## src/rtl/uart_tx8.sv

```systemverilog
// uart_tx8: 8N1 UART transmitter with a one-byte holding register.
// The host queues a byte while the previous frame is still on the line,
// so consecutive frames go out back-to-back with no idle gap. Bit timing
// comes from a divider on the system clock (CLOCK_RATE / BAUD_RATE).
module uart_tx8 #(
    parameter int CLOCK_RATE = 12000000,
    parameter int BAUD_RATE  = 9600
) (
    input  logic       clk,
    input  logic       rst,
    input  logic       txEn,
    input  logic       txStart,
    input  logic [7:0] txIn,
    output logic       txOut,
    output logic       txReady,
    output logic       txBusy,
    output logic       txDone
);

    localparam int CLKS_PER_BIT = CLOCK_RATE / BAUD_RATE;
    localparam int CNT_W        = (CLKS_PER_BIT > 1) ? $clog2(CLKS_PER_BIT) : 1;
    localparam logic [CNT_W-1:0] LAST_CNT = CNT_W'(CLKS_PER_BIT - 1);

    localparam logic [1:0] IDLE  = 2'd0;
    localparam logic [1:0] START = 2'd1;
    localparam logic [1:0] DATA  = 2'd2;
    localparam logic [1:0] STOP  = 2'd3;

    // A divider below 2 cannot hold a bit for a full baud period.
    if (CLKS_PER_BIT < 2) begin : gBadRate
        $error("uart_tx8: CLOCK_RATE / BAUD_RATE must be at least 2");
    end

    logic [1:0]       state;
    logic [CNT_W-1:0] baudCnt;
    logic [2:0]       bitIdx;
    logic [7:0]       shiftReg;
    logic [7:0]       holdReg;

    logic baudLast;
    logic acceptByte;
    logic frameLoad;
    logic shiftStep;

    assign baudLast   = (baudCnt == LAST_CNT);
    // txReady doubles as "holding register empty", so accept and load can
    // never fire on the same edge: one needs it high, the other low.
    assign acceptByte = txStart && txReady;
    assign frameLoad  = !txReady && txEn &&
                        ((state == IDLE) || ((state == STOP) && baudLast));
    assign shiftStep  = baudLast &&
                        ((state == START) || ((state == DATA) && (bitIdx != 3'd7)));

    // Byte datapath: holding register capture and LSB-first shifter.
    // NOTE: pure data registers carry no reset; the control flags say
    // whether their contents mean anything.
    always_ff @(posedge clk) begin
        if (acceptByte) begin
            holdReg <= txIn;
        end
        if (frameLoad) begin
            shiftReg <= holdReg;
        end else if (shiftStep) begin
            shiftReg <= shiftReg >> 1;
        end
    end

    // Frame control: state, baud/bit counters and registered outputs.
    // NOTE: sequential state uses non-blocking assignments so every flop
    // samples the pre-edge values regardless of statement order.
    always_ff @(posedge clk) begin
        if (rst) begin
            state   <= IDLE;
            baudCnt <= '0;
            bitIdx  <= '0;
            txOut   <= 1'b1;
            txReady <= 1'b1;
            txBusy  <= 1'b0;
            txDone  <= 1'b0;
        end else begin
            txDone <= 1'b0;

            if (acceptByte) begin
                txReady <= 1'b0;
            end else if (frameLoad) begin
                txReady <= 1'b1;
            end

            if (frameLoad) begin
                // Start a frame from IDLE or straight out of the stop bit.
                state   <= START;
                baudCnt <= '0;
                bitIdx  <= '0;
                txOut   <= 1'b0;
                txBusy  <= 1'b1;
                txDone  <= (state == STOP);
            end else begin
                case (state)
                    IDLE: begin
                        txOut   <= 1'b1;
                        txBusy  <= 1'b0;
                        baudCnt <= '0;
                    end
                    START: begin
                        if (baudLast) begin
                            state   <= DATA;
                            baudCnt <= '0;
                            bitIdx  <= '0;
                            txOut   <= shiftReg[0];
                        end else begin
                            baudCnt <= baudCnt + CNT_W'(1);
                        end
                    end
                    DATA: begin
                        if (baudLast) begin
                            baudCnt <= '0;
                            if (bitIdx == 3'd7) begin
                                state <= STOP;
                                txOut <= 1'b1;
                            end else begin
                                bitIdx <= bitIdx + 3'd1;
                                txOut  <= shiftReg[0];
                            end
                        end else begin
                            baudCnt <= baudCnt + CNT_W'(1);
                        end
                    end
                    STOP: begin
                        if (baudLast) begin
                            state   <= IDLE;
                            baudCnt <= '0;
                            txOut   <= 1'b1;
                            txBusy  <= 1'b0;
                            txDone  <= 1'b1;
                        end else begin
                            baudCnt <= baudCnt + CNT_W'(1);
                        end
                    end
                    default: begin
                        state <= IDLE;
                    end
                endcase
            end
        end
    end

endmodule

```

## config.mk

```make
export PLATFORM = sky130hd
export DESIGN_NAME = uart_tx8
export DESIGN_NICKNAME = d
export VERILOG_FILES = /design/src/rtl/uart_tx8.sv
export SDC_FILE = /design/constraint.sdc
export NUM_CORES = 1
export LEC_CHECK = 0
export CAP_MARGIN = 20
export CORE_UTILIZATION = 44
export CTS_CLUSTER_SIZE = 30
export DETAILED_ROUTE_END_ITERATION = 8
export GPL_TIMING_DRIVEN = 0
export HOLD_SLACK_MARGIN = 0.1
export PLACE_DENSITY = 0.63
export SYNTH_ARGS = -nofsm -noshare
export SYNTH_HDL_FRONTEND = slang
export SYNTH_SLANG_ARGS = --single-unit
```

## constraint.sdc

```tcl
create_clock -name clk -period 1.98 [get_ports clk]
set_clock_uncertainty 0.1 [all_clocks]
set_input_delay 0.396 -clock clk [delete_from_list [all_inputs] [get_ports clk]]
set_output_delay 0.396 -clock clk [all_outputs]
set_load 0.01 [all_outputs]
```

# Yosys cells after proc, flatten, opt, wreduce, memory -nomap -nowiden
# Cells that the tools add are included.
# totals
output_inout_bits	4
romBits	0
elab_cells	78
memories	0
latch_bits	0
inputBits	12
ram_bits	0
register_bits	36
# classes
div	0
add_sub_neg	2
bitwise_logic	0
muxes	28
shifts	0
reduce_logical	23
mul	0
order_cmp	0
n_eq_ne	15
# op_table
cell	n
case mux 11 bit (2 select lines)	1
2-to-1 mux 8 bit	2
2-to-1 mux 1 bit	13
!= test 3 bit, second input constant	4
adder 11 x 1 -> 11 bit, second input constant	1
equality test 11 bit, second input constant	1
2-to-1 mux 11 bit	1
AND reduction 5 bit	2
2-to-1 mux 3 bit	3
2-to-1 mux 2 bit	4
!= test 2 bit, second input constant	4
logical AND 1 bit	6
case mux 2 bit (3 select lines)	1
case mux 3 bit (2 select lines)	1
nonzero test 2 bit	3
nonzero test 3 bit	2
equality test 2 bit, second input constant	2
case mux 1 bit (4 select lines)	1
AND reduction 4 bit	1
nonzero test 4 bit	1
adder 3 x 1 -> 3 bit, second input constant	1
equality test 3 bit, second input constant	1
!= test 3 x 2 -> 1 bit, second input constant	1
AND reduction 3 bit	1
other kinds (9)	10

# Logic depth before layout (Yosys ltp)
# Gate-level depths: netlist (run 1).
# depth
word_depth	6
depth_mapped	7
mapped_depth_nobuf	6

# Worst setup path before layout (run 1)
# No wires, ideal clock.
# synth_path
kind	register to register
start	reg state[0]
end	reg shiftReg[0], enable pin
path_slack_ns	-0.171
period_less_slack_ns	2.151
arrival_ns	1.667
path_buffers	0
setup_time_ns	0.384
stages_incl_launch_ff	6
t_required_ns	1.496
cell_sequence	dfxtp_1 > inv_1 > ha_1 > nor2b_1 > nor2_1 > o21ai_0
# synth_via
elab_chain_len	5
elab_cells_between_ends	11
cone_classes	eq/ne: 3; reduce/logical: 8
# synth_rtl
item	line_no	text
from (decl)	34	logic [1:0] state;
from (signal assigned)	73	state <= IDLE;
from (signal assigned)	91	state <= START;
from (signal assigned)	106	state <= DATA;
equality test 2 bit (on tied branches)	50, 52	
logical AND 1 bit (on tied branches)	50, 52	
logical OR 1 bit (on tied branches)	50, 52	
logical AND 1 bit (on tied branches)	49, 51	
nonzero test 2 bit (no line) (*)	n/a	
to (signal assigned)	62	shiftReg <= holdReg;
to (signal assigned)	64	shiftReg <= shiftReg >> 1;
to (decl)	37	logic [7:0] shiftReg;
# Mark *: on every way between the ends. The rest lies on a longest branch, timed or not.
# A chain may end at the register's enable or synchronous reset.

# Final worst setup path (run 1)
# layout_path
start	reg baudCnt[1]
end	reg shiftReg[0], data pin
# layout_via
elab_chain_len	5
# layout_rtl
item	line_no	text
from (decl)	35	logic [CNT_W-1:0] baudCnt;
from (signal assigned)	111	baudCnt <= baudCnt + CNT_W'(1);
from (signal assigned)	125	baudCnt <= baudCnt + CNT_W'(1);
from (signal assigned)	136	baudCnt <= baudCnt + CNT_W'(1);
equality test 11 bit	45	assign baudLast = (baudCnt == LAST_CNT);
logical AND 1 bit	50	((state == IDLE) || ((state == STOP) && baudLast));
logical OR 1 bit	50	
logical AND 1 bit	49	assign frameLoad = !txReady && txEn &&
2-to-1 mux 8 bit	61	if (frameLoad) begin
# No other way between the ends.

==> results_dict.tcl, run 1 <==
set metrics [dict create \
    cts_hold_buf 0 \
    finalCritPeriodShare_pct 96.7 \
    r2r_setup_slack_ns 0.07 \
    synth.area.top_cells "edfxtp_1 28%, dfxtp_1 23%, ha_1 8.1%" \
    nets 198 \
    hold_end "baudCnt[0]$_SDFF_PP0_" \
    reg2reg_to "shiftReg[0]$_DFFE_PP_" \
    multiInputGateArea_um2 870 \
    seq_area_um2 895 \
    setup_viol 0 \
    critPathKind "reg2reg" \
    antenna_found_initial 0 \
    numCtsBuffers 5 \
    ys_ff_latch 36 \
    first_iter_violations 55 \
    synth_warnings 0 \
    via_per_inst 5.33 \
    h-tree-depth 2 \
    clkSinkCount 36 \
    slew_violations 0 \
    utilization_pct 59.6 \
    cap_violations 0 \
    num_vias 1194 \
    firstDrtPassIters 4 \
    syn_inst 144 \
    power.leakage_nw 0.814 \
    fillers 313 \
    track_usage_pct 16.8 \
    crit_buf_inv 2 \
    start_kind "register" \
    async_reset_ff_share_pct 0 \
    hold_path_depth 1 \
    max_stage_delay_ns 0.36 \
    dpl_cell_area_um2 1920 \
    synth_top_area_share_pct 28.2 \
    grt_pass1_wl_um 5260 \
    holdCritPathClass "reg2reg" \
    status "completed" \
    post_drt_wl_per_cell_um 13.4 \
    coreArea_um2 3690 \
    synth_fp_nets 167 \
    avgSynthCellArea_um2 11.9 \
    yosysUniqueCellTypes 42 \
    dieArea_um2 4130 \
    path_cells "inv_4 -> ha_4 -> and4bb_2 -> nand4_4 -> a21boi_4 -> buf_6 -> mux2_2" \
    synthTopCellsByCount "20 x dfxtp_1, 16 x edfxtp_1, 16 x nor2_1, 11 x ha_1" \
    layout_min_cycle_time_ns 1.91 \
    required_ns 1.92 \
    antenna_left 0 \
    dieWidth_um 64.3 \
    synth_flop_cell "dfxtp_1" \
    hp-start "baudCnt[0]$_SDFF_PP0_" \
    synth_edf_count 16 \
    fmax_mhz 522 \
    rsz0062_at_grt "true" \
    fin_area_um2 2200 \
    cp_top_family "simple AND/OR/NAND/NOR gates" \
    clk_latency_ns 0.29 \
    worstPathMaxFanout 5 \
    grt_overflow_total 0 \
    synth_top_area_cell "edfxtp_1" \
    hold_viol 0 \
    initial_utilization_pct 46.3 \
    tns_ns 0 \
    relSlewSlack_pct 67.4 \
    io-pin-count 16 \
    synth.most_common_cell "dfxtp_1" \
    cts_tree "done" \
    end_kind "register" \
    cts_root_buf "clkbuf_8" \
    hpwl_um 2030 \
    reg2reg_depth 7 \
    drive_gt1_share_pct 27.8 \
    syn_area_um2 1710 \
    place.gp.congestion 0.795 \
    yosysSeqAreaShare_pct 51.6 \
    clkTransAtPathRegs_ns 0.07 \
    r2r-start "baudCnt[1]$_SDFF_PP0_" \
    stdcell_count 224 \
    cts_buffer_depth 2 \
    die_h_um 64.3 \
    worst_slew_pin_slew_ns 0.489 \
    io_buffers 14 \
    vdd_drop_max_mv 0.571 \
    place_inst 206 \
    grt_max_degree 12 \
    arrival_ns 1.85 \
    drt-total-wl_um 3000 \
    diodes 0 \
    remaining_drc_errors 0 \
    num_rows 22 \
    power.density_nw_per_um2 850 \
    syn2layout_area_growth_pct 28.8 \
    slowest_stage "dfxtp_4" \
    grt_pass1_vias 1159 \
]
## routing by layer
metal / part of all wire, % / global-route usage [%] / up-vias
met4: 1.8 / 7.50 / 0
met3: 4.0 / 5.36 / 7
li1: - / - / 587
met5: 0 / 0 / -
met1: 45 / 19.6 / 579
met2: 49 / 28.0 / 21
## cells in the final DEF (no fill, tap or decap), types with 2 or more instances in the layout
master	instances
a31oi_1	2
clkbuf_1	2
ha_4	2
and2_1	4
clkbuf_8	5
nand4_1	3
nor2_1	16
o21ai_0	3
dfxtp_2	5
nand3_1	8
a21oi_1	4
dfxtp_1	13
buf_6	3
dfxtp_4	2
buf_4	8
o31ai_1	3
edfxtp_1	16
a211oi_1	3
clkdlybuf4s50_1	14
mux2_2	3
nand2_1	2
inv_1	5
xor2_1	8
mux2_4	4
ha_1	8
## cells by family (layout without fill, tap and decap cells)
| family | after synthesis | in the layout | share of synthesized area (%) |
|---|---|---|---|
| simple gates | 48 | 48 | 17.8 |
| flops | 36 | 36 | 51.6 |
| compound gates | 23 | 23 | 10.3 |
| fa+ha+maj | 11 | 11 | 8.06 |
| xor+xnor | 9 | 9 | 4.62 |
| buf+inv | 9 | 41 | 2.42 |
| mux | 8 | 8 | 5.21 |
## flip-flops by register name, summed over array words and instances (netlist names)
| signal | cells |
|---|---|
| baudCnt | 11 |
| holdReg | 8 |
| shiftReg | 8 |
| bitIdx | 3 |
| state | 2 |
| txBusy | 1 |
| txDone | 1 |
| txOut | 1 |
| txReady | 1 |
## repair_timing
| item | CTS | global route |
|---|---|---|
| pin swaps | 4 | 5 |
| buffers inserted | 7 | 3 |
| endpoints found under the setup margin | 16 | 20 |
| resized for setup | 8 | 18 |
## where the power goes
part           leakage [nW]  switching (mW)  internal [mW]
clock network        0.0552           0.259          0.373
registers             0.316          0.0359          0.831
logic                 0.442           0.189          0.180
total                 0.814           0.483           1.38
## cell type report
| cell class | instances | area share [%] |
|---|---|---|
| Timing Repair Buffer | 24 | 10.1 |
| Multi-Input combinational cell | 99 | 39.6 |
| Tap cell | 48 | 2.73 |
| Inverter | 6 | 1.14 |
| Sequential cell | 36 | 40.7 |
| Clock buffer | 6 | 3.30 |
| Buffer | 3 | 0.854 |
| Clock inverter | 2 | 1.59 |
## worst max path at each step
stage / from / end / depth (start not counted)
3_3_place_gp: txEn / shiftReg[6]$_DFFE_PP_ / 5
2_1_floorplan: baudCnt[0]$_SDFF_PP0_ / shiftReg[5]$_DFFE_PP_ / 6
5_1_grt: baudCnt[1]$_SDFF_PP0_ / bitIdx[0]$_SDFFE_PP0P_ / 7
3_5_place_dp: txEn / shiftReg[6]$_DFFE_PP_ / 5
4_1_cts: baudCnt[1]$_SDFF_PP0_ / bitIdx[0]$_SDFFE_PP0P_ / 7
6_report: baudCnt[1]$_SDFF_PP0_ / shiftReg[0]$_DFFE_PP_ / 7
## through the flow
stage	hold WS (ns)	setup slack, ns	power, mW
2_1_floorplan	0.347	0.00323	1.08
5_1_grt	0.389	-0.0290	1.96
3_5_place_dp	0.373	-0.363	1.18
4_1_cts	0.370	-0.0212	1.84
6_report	0.363	0.0660	1.87
3_3_place_gp	0.366	-0.351	1.17
(Power assumes the default switching activity.)
==> run 2: changes to the inputs <==
CTS_BUF_LIST = sky130_fd_sc_hd__clkbuf_8   (was default)
==> run 2 against run 1 <==
Net effect:
- die area did not move
- hold slack stayed put
- total power is 0.24% lower
- critical path type unchanged
- setup slack improved by 0.00087 ns
- largest power group unchanged
- design area stayed put
==> results_dict.tcl, run 2 (synthesis results as in run 1) <==
set metrics [dict create \
    worstPathMaxFanout 5 \
    end_kind "register" \
    largest-register "baudCnt" \
    grt_max_degree 12 \
    num_rows 22 \
    grt_overflow_total 0 \
    syn2layout_area_growth_pct 28.8 \
    layout_min_cycle_time_ns 1.91 \
    stdcell_count 224 \
    finalCritPeriodShare_pct 96.6 \
    coreArea_um2 3690 \
    numCtsBuffers 5 \
    required_ns 1.92 \
    seqPwrFrac_pct 46.5 \
    critPathKind "reg2reg" \
    dieArea_um2 4130 \
    drt-total-wl_um 3010 \
    post_drt_wl_per_cell_um 13.4 \
    setup_viol 0 \
    cts_hold_buf 0 \
    hpwl_um 2030 \
    cap_violations 0 \
    fillers 313 \
    antenna_found_initial 0 \
    num_vias 1193 \
    rsz0062_at_grt "true" \
    hold_end "baudCnt[0]$_SDFF_PP0_" \
    die_h_um 64.3 \
    hp-start "baudCnt[0]$_SDFF_PP0_" \
    r2r_setup_slack_ns 0.07 \
    reg_top3 "baudCnt x11, holdReg x8, shiftReg x8" \
    tns_ns 0 \
    slew_violations 0 \
    reg2reg_to "shiftReg[0]$_DFFE_PP_" \
    vdd_drop_max_mv 0.560 \
    holdCritPathClass "reg2reg" \
    place_inst 206 \
    grt_pass1_vias 1159 \
    io-pin-count 16 \
    reg2reg_depth 7 \
    cts_root_buf "clkbuf_8" \
    clkTransAtPathRegs_ns 0.07 \
    hold_viol 0 \
    hold_path_depth 1 \
    firstDrtPassIters 4 \
    clk_latency_ns 0.29 \
    antenna_left 0 \
    power.density_nw_per_um2 848 \
    diodes 0 \
    power_mw 1.86 \
    drive_gt1_share_pct 27.8 \
    p_switching_uw 484 \
    dr_wl_met2_um 1460 \
    final_cell_mix "16 x nor2_1, 16 x edfxtp_1, 14 x clkdlybuf4s50_1" \
    clkSinkCount 36 \
    remaining_drc_errors 0 \
    power.leakage_nw 0.818 \
    status "completed" \
    h-tree-depth 2 \
    worst_slew_pin_slew_ns 0.489 \
    dieWidth_um 64.3 \
    p_int_mw 1.38 \
    io_buffers 14 \
    p_sw_share_pct 26.0 \
    drt-met1-wl_um 1370 \
    fmax_mhz 523 \
    arrival_ns 1.85 \
    first_iter_violations 55 \
    via_per_inst 5.33 \
    utilization_pct 59.6 \
    pwr-share-comb_pct 19.8 \
    largest_reg_flops 11 \
    r2r-start "baudCnt[1]$_SDFF_PP0_" \
    track_usage_pct 16.8 \
    grt_pass1_wl_um 5260 \
    place.gp.congestion 0.795 \
    top_layer_used "met4" \
    holdWs_ns 0.363 \
    met3_wirelength_um 119 \
    start_kind "register" \
    cts_tree "done" \
    p_clk_share_pct 33.7 \
    initial_utilization_pct 46.3 \
    nets 198 \
    cts_buffer_depth 2 \
    relSlewSlack_pct 67.4 \
]
-- run 2: metrics by stage --
step	instance area (um2)	setup WS [ns]
2_1_floorplan	1720	0.00323
3_3_place_gp	1920	-0.351
3_5_place_dp	1920	-0.363
4_1_cts	2110	-0.0212
5_1_grt	2200	-0.0290
6_report	2200	0.0669
-- run 2: routing by layer --
metal | vias up | GRT usage, %
met1 | 578 | 19.6
met3 | 7 | 5.36
met5 | - | 0
li1 | 587 | -
met4 | 0 | 7.50
met2 | 21 | 28.0
-- run 2: power groups by stage --
stage / combinational (mW) / clock, mW / sequential, mW
after CTS: 0.322 / 0.643 / 0.865
after detailed placement: 0.297 / 0 / 0.880
after global placement: 0.292 / 0 / 0.878
after floorplan: 0.205 / 0 / 0.875
final: 0.368 / 0.628 / 0.867
after global routing: 0.407 / 0.670 / 0.875
-- run 2: worst max path at each step --
stage                                startpoint                     end  slack (ns)  cells after the start
after CTS                 baudCnt[1]$_SDFF_PP0_  bitIdx[0]$_SDFFE_PP0P_       -0.02                      7
final                     baudCnt[1]$_SDFF_PP0_   shiftReg[0]$_DFFE_PP_        0.07                      7
after global placement                     txEn   shiftReg[6]$_DFFE_PP_       -0.35                      5
after global routing      baudCnt[1]$_SDFF_PP0_  bitIdx[0]$_SDFFE_PP0P_       -0.03                      7
after floorplan           baudCnt[0]$_SDFF_PP0_   shiftReg[5]$_DFFE_PP_       0.003                      6
after detailed placement                   txEn   shiftReg[6]$_DFFE_PP_       -0.36                      5
-- run 2: cell type report --
| type | count | area, um2 | area share [%] |
|---|---|---|---|
| sequential | 36 | 895 | 40.7 |
| multi-input combinational | 99 | 870 | 39.6 |
| timing repair buffer | 24 | 223 | 10.1 |
| clock buffer | 5 | 68.8 | 3.13 |
| tap | 48 | 60.1 | 2.73 |
| clock inverter | 3 | 38.8 | 1.76 |
| inverter | 6 | 25.0 | 1.14 |
| buffer | 3 | 18.8 | 0.854 |
-- run 2: critical path, stage by stage, from the launching register on --
cell,delay (ns)
dfxtp_4,0.36
inv_4,0.05
ha_4,0.11
and4bb_2,0.28
nand4_4,0.11
a21boi_4,0.18
buf_6,0.15
mux2_2,0.32
-- run 2: repair_timing --
action / 4_1_cts / 5_1_grt
pin swaps: 4 / 5
gates resized for setup: 8 / 18
setup endpoints to repair: 16 / 20
buffers inserted: 7 / 3
==> RTL change 1, RTL diff (config.mk and constraints of run 1) <==
Change the parameter `CLOCK_RATE` from 12000000 to 6000000.
--- a/src/rtl/uart_tx8.sv
+++ b/src/rtl/uart_tx8.sv
@@ -3,7 +3,7 @@
 // so consecutive frames go out back-to-back with no idle gap. Bit timing
 // comes from a divider on the system clock (CLOCK_RATE / BAUD_RATE).
 module uart_tx8 #(
-    parameter int CLOCK_RATE = 12000000,
+    parameter int CLOCK_RATE = 6000000,
     parameter int BAUD_RATE  = 9600
 ) (
     input  logic       clk,
Formal check against the unedited RTL: same outputs for any inputs over 10 cycles, from zero or initial values and one cycle with rst high; that may be too few to reach the edited logic, so the function may still have changed.
==> RTL change 1 against run 1 <==
- critical path type unchanged
- clock power fell by 23%
- worst setup slack improved by 0.014 ns
- power fell by 9.8%
- design area fell by 5.7%
- sequential cell count fell by 1
- area after synthesis fell by 1.8%
- first-iteration DRC count rose by 55%
- wire length fell by 2.8%
==> RTL change 1: results (changes against run 1) <==
* Register area at 873 um^2 (-2.4%)
* Seq/Total Area, Yosys at 51.4% (-0.23 points)
* Largest regs: baudCnt: 10 flops, holdReg: 8 flops, shiftReg: 8 flops
* Share of cells above drive strength 1 at 31.0% (+3.2 points)
* Layout filler cell count at 310 (-0.96%)
* Leak pwr at 0.000717 uW (-12%)
* Design area at 2070 um^2 (-5.7%)
* CP max stage cell: or4_4
* Inst Count DP at 205 (-0.49%)
* Delay of the slowest critical-path stage at 0.59 ns (+0.23 ns)
* Placed Instance Area at 1880 um^2 (-1.8%)
* Finished Layout Cells at 219 (-2.2%)
* Peak supply drop at 0.486 mV (-15%)
* Multi-input gate area at 806 um^2 (-7.3%)
* Vias per cell at 5.08 (-4.7%)
* Placer Congestion at 0.779 (-2.1%)
* Area contributors post-synth: edfxtp_1 29%, dfxtp_1 23%, ha_1 8.2%
* Non-clock buffers at 25 (-7.4%)
* Crit-path max FO at 10 (+5)
* Net Sw Frac at 27.3% (+1.4 points)
* Status: finished clean
* NonClk Buf Share at 10.7% (-0.24 points)
* Gr usage total at 17.3% (+0.47 points)
* Logic gate share of total power at 21.3% (+1.6 points)
* Commonest cells in the netlist: 19 x dfxtp_1, 16 x edfxtp_1, 11 x ha_1, 8 x inv_1, 8 x nor2_2
* Vias in the first global route at 1130 (-2.5%)
* Netlist cell types at 37 (-12%)
* First DRT Iteration DRCs at 85 (+55%)
* Multi-input comb cells at 95 (-4.0%)
RTL change 1: cell families (layout without fill, tap and decap cells):
kind of cell / Yosys count / count (layout) / synth area share (%)
xor gates and xnor gates: 8 / 8 / 4.18
adders and majority gates: 11 / 11 / 8.21
muxes: 8 / 8 / 5.53
DFF: 35 / 35 / 51.4
buffers and inverters: 13 / 41 / 4.93
AOI/OAI and AO/OA: 23 / 23 / 10.5
and+or+nand+nor: 45 / 45 / 15.3
RTL change 1: worst min-delay path, cell delays in order, from the launching register on:
cell and delay (ns):
dfxtp_1 0.31, o21ai_0 0.07, a211oi_1 0.07
RTL change 1: stage by stage:
step           setup TNS, ns  setup WS [ns]
3_5_place_dp           -5.51         -0.403
2_1_floorplan         -0.237        -0.0383
3_3_place_gp           -5.93         -0.437
6_report                   0         0.0799
4_1_cts                    0         0.0180
5_1_grt                    0        0.00319
RTL change 1: final timing paths:
path / start / to / slack, ns / cells after the start
worst max-delay path: baudCnt[1]$_SDFF_PP0_ / baudCnt[0]$_SDFF_PP0_ / 0.08 / 7
worst min-delay path: bitIdx[1]$_SDFFE_PP0P_ / bitIdx[1]$_SDFFE_PP0P_ / 0.40 / 2
worst max register to register: baudCnt[1]$_SDFF_PP0_ / baudCnt[0]$_SDFF_PP0_ / 0.08 / 7
worst min register to register: bitIdx[1]$_SDFFE_PP0P_ / bitIdx[1]$_SDFFE_PP0P_ / 0.40 / 2
RTL change 1: metal layers:
layer | vias to the layer above | track usage, % | share of wire [%]
li1 | 557 | - | -
met1 | 532 | 20.4 | 42
met2 | 19 | 29.4 | 53
met3 | 5 | 4.17 | 3.5
met4 | 0 | 7.95 | 1.7
met5 | - | 0 | 0
RTL change 1: timing repair:
item,4_1_cts,5_1_grt
endpoints found under the setup margin,16,20
gates resized for setup,12,8
pin swaps,2,1
buffers inserted,8,1
==> RTL change 2, RTL diff (config.mk and constraints of run 1) <==
Without the edit above. Put one more register stage on the output `txDone`, cleared by the reset. The value now appears one clock later. The other outputs are not delayed to match.
--- a/src/rtl/uart_tx8.sv
+++ b/src/rtl/uart_tx8.sv
@@ -25,6 +25,8 @@
     localparam logic [1:0] START = 2'd1;
     localparam logic [1:0] DATA  = 2'd2;
     localparam logic [1:0] STOP  = 2'd3;
+
+    logic txDone_s0;
 
     // A divider below 2 cannot hold a bit for a full baud period.
     if (CLKS_PER_BIT < 2) begin : gBadRate
@@ -76,9 +78,9 @@
             txOut   <= 1'b1;
             txReady <= 1'b1;
             txBusy  <= 1'b0;
-            txDone  <= 1'b0;
+            txDone_s0 <= 1'b0;
         end else begin
-            txDone <= 1'b0;
+            txDone_s0 <= 1'b0;
 
             if (acceptByte) begin
                 txReady <= 1'b0;
@@ -93,7 +95,7 @@
                 bitIdx  <= '0;
                 txOut   <= 1'b0;
                 txBusy  <= 1'b1;
-                txDone  <= (state == STOP);
+                txDone_s0 <= (state == STOP);
             end else begin
                 case (state)
                     IDLE: begin
@@ -131,7 +133,7 @@
                             baudCnt <= '0;
                             txOut   <= 1'b1;
                             txBusy  <= 1'b0;
-                            txDone  <= 1'b1;
+                            txDone_s0 <= 1'b1;
                         end else begin
                             baudCnt <= baudCnt + CNT_W'(1);
                         end
@@ -144,5 +146,13 @@
         end
     end
 
+    always_ff @(posedge clk) begin
+        if (rst) begin
+            txDone <= '0;
+        end else begin
+            txDone <= txDone_s0;
+        end
+    end
+
 endmodule
 
Behaviour: no difference found for any inputs over 10 cycles, from zero or initial values and one cycle with rst high; that may be too few to reach the edited logic, so the function may still have changed.
==> RTL change 2 against run 1 <==
- the flow now finishes with violations (negative setup slack)
- sequential cell count increased by 1
- wire length rose by 4.1%
- maximum frequency fell by 3.5%
- highest routed layer unchanged
- via count up 2.8%
- hold slack worse by 0.0018 ns
- sequential share of layout area up 0.14 points
- synthesized cell count grew 1.4%
- critical endpoint is now state[1]$_SDFFE_PP0P_
- power decreased by 3.9%
- core utilization rose by 0.84 points
- design area grew 2.2%
- area after synthesis is 1.5% higher
- sequential power rose by 2.8%
- largest cell class unchanged
- worst setup slack lost 0.070 ns
==> RTL change 2: results (changes against run 1) <==
* Cell family with most CP delay: simple AND/OR/NAND/NOR gates
* Final worst slack at -0.00438 ns (-0.0704 ns)
* First DRT Iteration DRCs at 75 (+36%)
* Share of cells above drive strength 1 at 30.8% (+2.9 points)
* Gr usage total at 17.1% (+0.29 points)
* Commonest cells in the netlist: 21 x dfxtp_1, 16 x edfxtp_1, 16 x nor2_1, 11 x ha_1
* Drt first pass iters at 4 (unchanged)
* Root buffer cell: clkbuf_8
* Area contributors post-synth: edfxtp_1 28%, dfxtp_1 24%, ha_1 7.9%
* Post-Route WL at 3130 um (+4.1%)
* Clk pin slew, worst setup/hold paths at 0.07 ns (about the same)
* CP max stage cell: or4_4
* Placer Congestion at 0.911 (+15%)
* Ys Warns at 0 (unchanged)
* Largest regs: baudCnt: 11 flops, holdReg: 8 flops, shiftReg: 8 flops
* Leak pwr at 0.000825 uW (+1.3%)
* Critical path startpoint: baudCnt[1]$_SDFF_PP0_
* Crit-path max FO at 3 (-2)
* Peak supply drop at 0.562 mV (-1.6%)
* Worst-Skew Late Latency at 0.29 ns (about the same)
* Clock buffer depth at 2 (unchanged)
* Routed wl met3 at 137 um (+15%)
* DP HPWL at 2120 um (+4.2%)
* Status: finished, violations left
* Worst Min Path Start: baudCnt[0]$_SDFF_PP0_
* Final nets at 204 (+3.0%)
* Delay of the slowest critical-path stage at 0.54 ns (+0.18 ns)
* Number of I/O port buffers at 15 (+1)
* Failing checks: negative setup slack
* First-pass GRT wire length at 5290 um (+0.67%)
* Diode count at 0 (unchanged)
* Met2 WL post-DR at 1580 um (+7.4%)
* Routed length on met1 at 1310 um (-3.9%)
* Finished Layout Cells at 230 (+2.7%)
* Final setup fails at 1 (+1)
* Seq/Total Area, Yosys at 52.0% (+0.37 points)
* Antenna violations before repair at 0 (unchanged)
* H-tree depth at 2 (unchanged)
* Hold Crit Class: register to register
* Top_reg_cell synth: dfxtp_1
* Pin count of the biggest net entering global routing at 12 (unchanged)
* Top sig layer: met4
* Least-Margin Pin Slew at 0.539 ns (+0.0500 ns)
* Ys async rst share at 0% (unchanged)
* CTS buffer count at 5 (unchanged)
* Syn Nets at 169 (+1.2%)
* Post-synth EDFFs at 16 (unchanged)
* Inst Count DP at 209 (+1.5%)
* CP arrival at 2.09 ns (+0.24 ns)
* Post-Synthesis Cells at 146 (+1.4%)
* Netlist cell types at 41 (-2.4%)
* Vias at 1228 (+2.8%)
==> RTL change 2: cell type report <==
class                   count  area [um^2]
repair buffers             28          259
plain buffers               3         20.0
inverters                   6         22.5
multi-input cells         100          886
flip-flops and latches     37          917
fillers                   307         1470
clock inverters             1         5.00
clock buffers               7         76.3
well taps                  48         60.1
==> RTL change 2: path summary, 6_finish.rpt <==
kind / endpoint / depth (start not counted) / slack (ns)
setup / recovery: state[1]$_SDFFE_PP0P_ / 7 / -0.004
hold / removal: baudCnt[0]$_SDFF_PP0_ / 1 / 0.36
setup reg to reg: state[1]$_SDFFE_PP0P_ / 7 / -0.004
hold reg to reg: baudCnt[0]$_SDFF_PP0_ / 1 / 0.36
==> RTL change 2: power breakdown <==
part           switching, uW  total (uW)  internal (uW)
registers               37.0         891            854
clock network            250         496            247
logic                    200         408            208
total                    487        1800           1310
==> RTL change 2: cells by family after synthesis <==
family                     Yosys count  synth area share [%]
DFF                                 37                  52.0
adders and majority gates           11                  7.94
buffers and inverters                9                  2.38
and+or+nand+nor                     49                  17.9
AOI/OAI and AO/OA                   23                  10.1
muxes                                8                  5.13
xor gates and xnor gates             9                  4.55
==> RTL change 2: stage by stage <==
| step | TNS (ns) | power, uW | setup slack (ns) | hold slack (ns) | area [um^2] |
|---|---|---|---|---|---|
| final | -0.00438 | 1800 | -0.00438 | 0.361 | 2250 |
| after detailed placement | -5.78 | 1200 | -0.412 | 0.336 | 1960 |
| after floorplan | 0 | 1100 | 0.00323 | 0.314 | 1750 |
| after CTS | -0.0249 | 1710 | -0.0249 | 0.351 | 2110 |
| after global routing | -0.0872 | 1880 | -0.0737 | 0.375 | 2250 |
| after global placement | -4.21 | 1190 | -0.337 | 0.326 | 1960 |
==> RTL change 2: repair_timing <==
| item | 4_1_cts | 5_1_grt |
|---|---|---|
| setup endpoints to repair | 16 | 27 |
| gates resized for setup | 7 | 23 |
| setup buffers | 6 | 7 |
| hold buffers | 0 | 0 |
| pin swaps | 3 | 8 |
==> RTL change 2: per-layer routing <==
metal / vias up / track usage (%)
met4: 0 / 11.4
li1: 603 / -
met5: - / 0
met1: 578 / 19.7
met3: 11 / 4.05
met2: 36 / 28.1
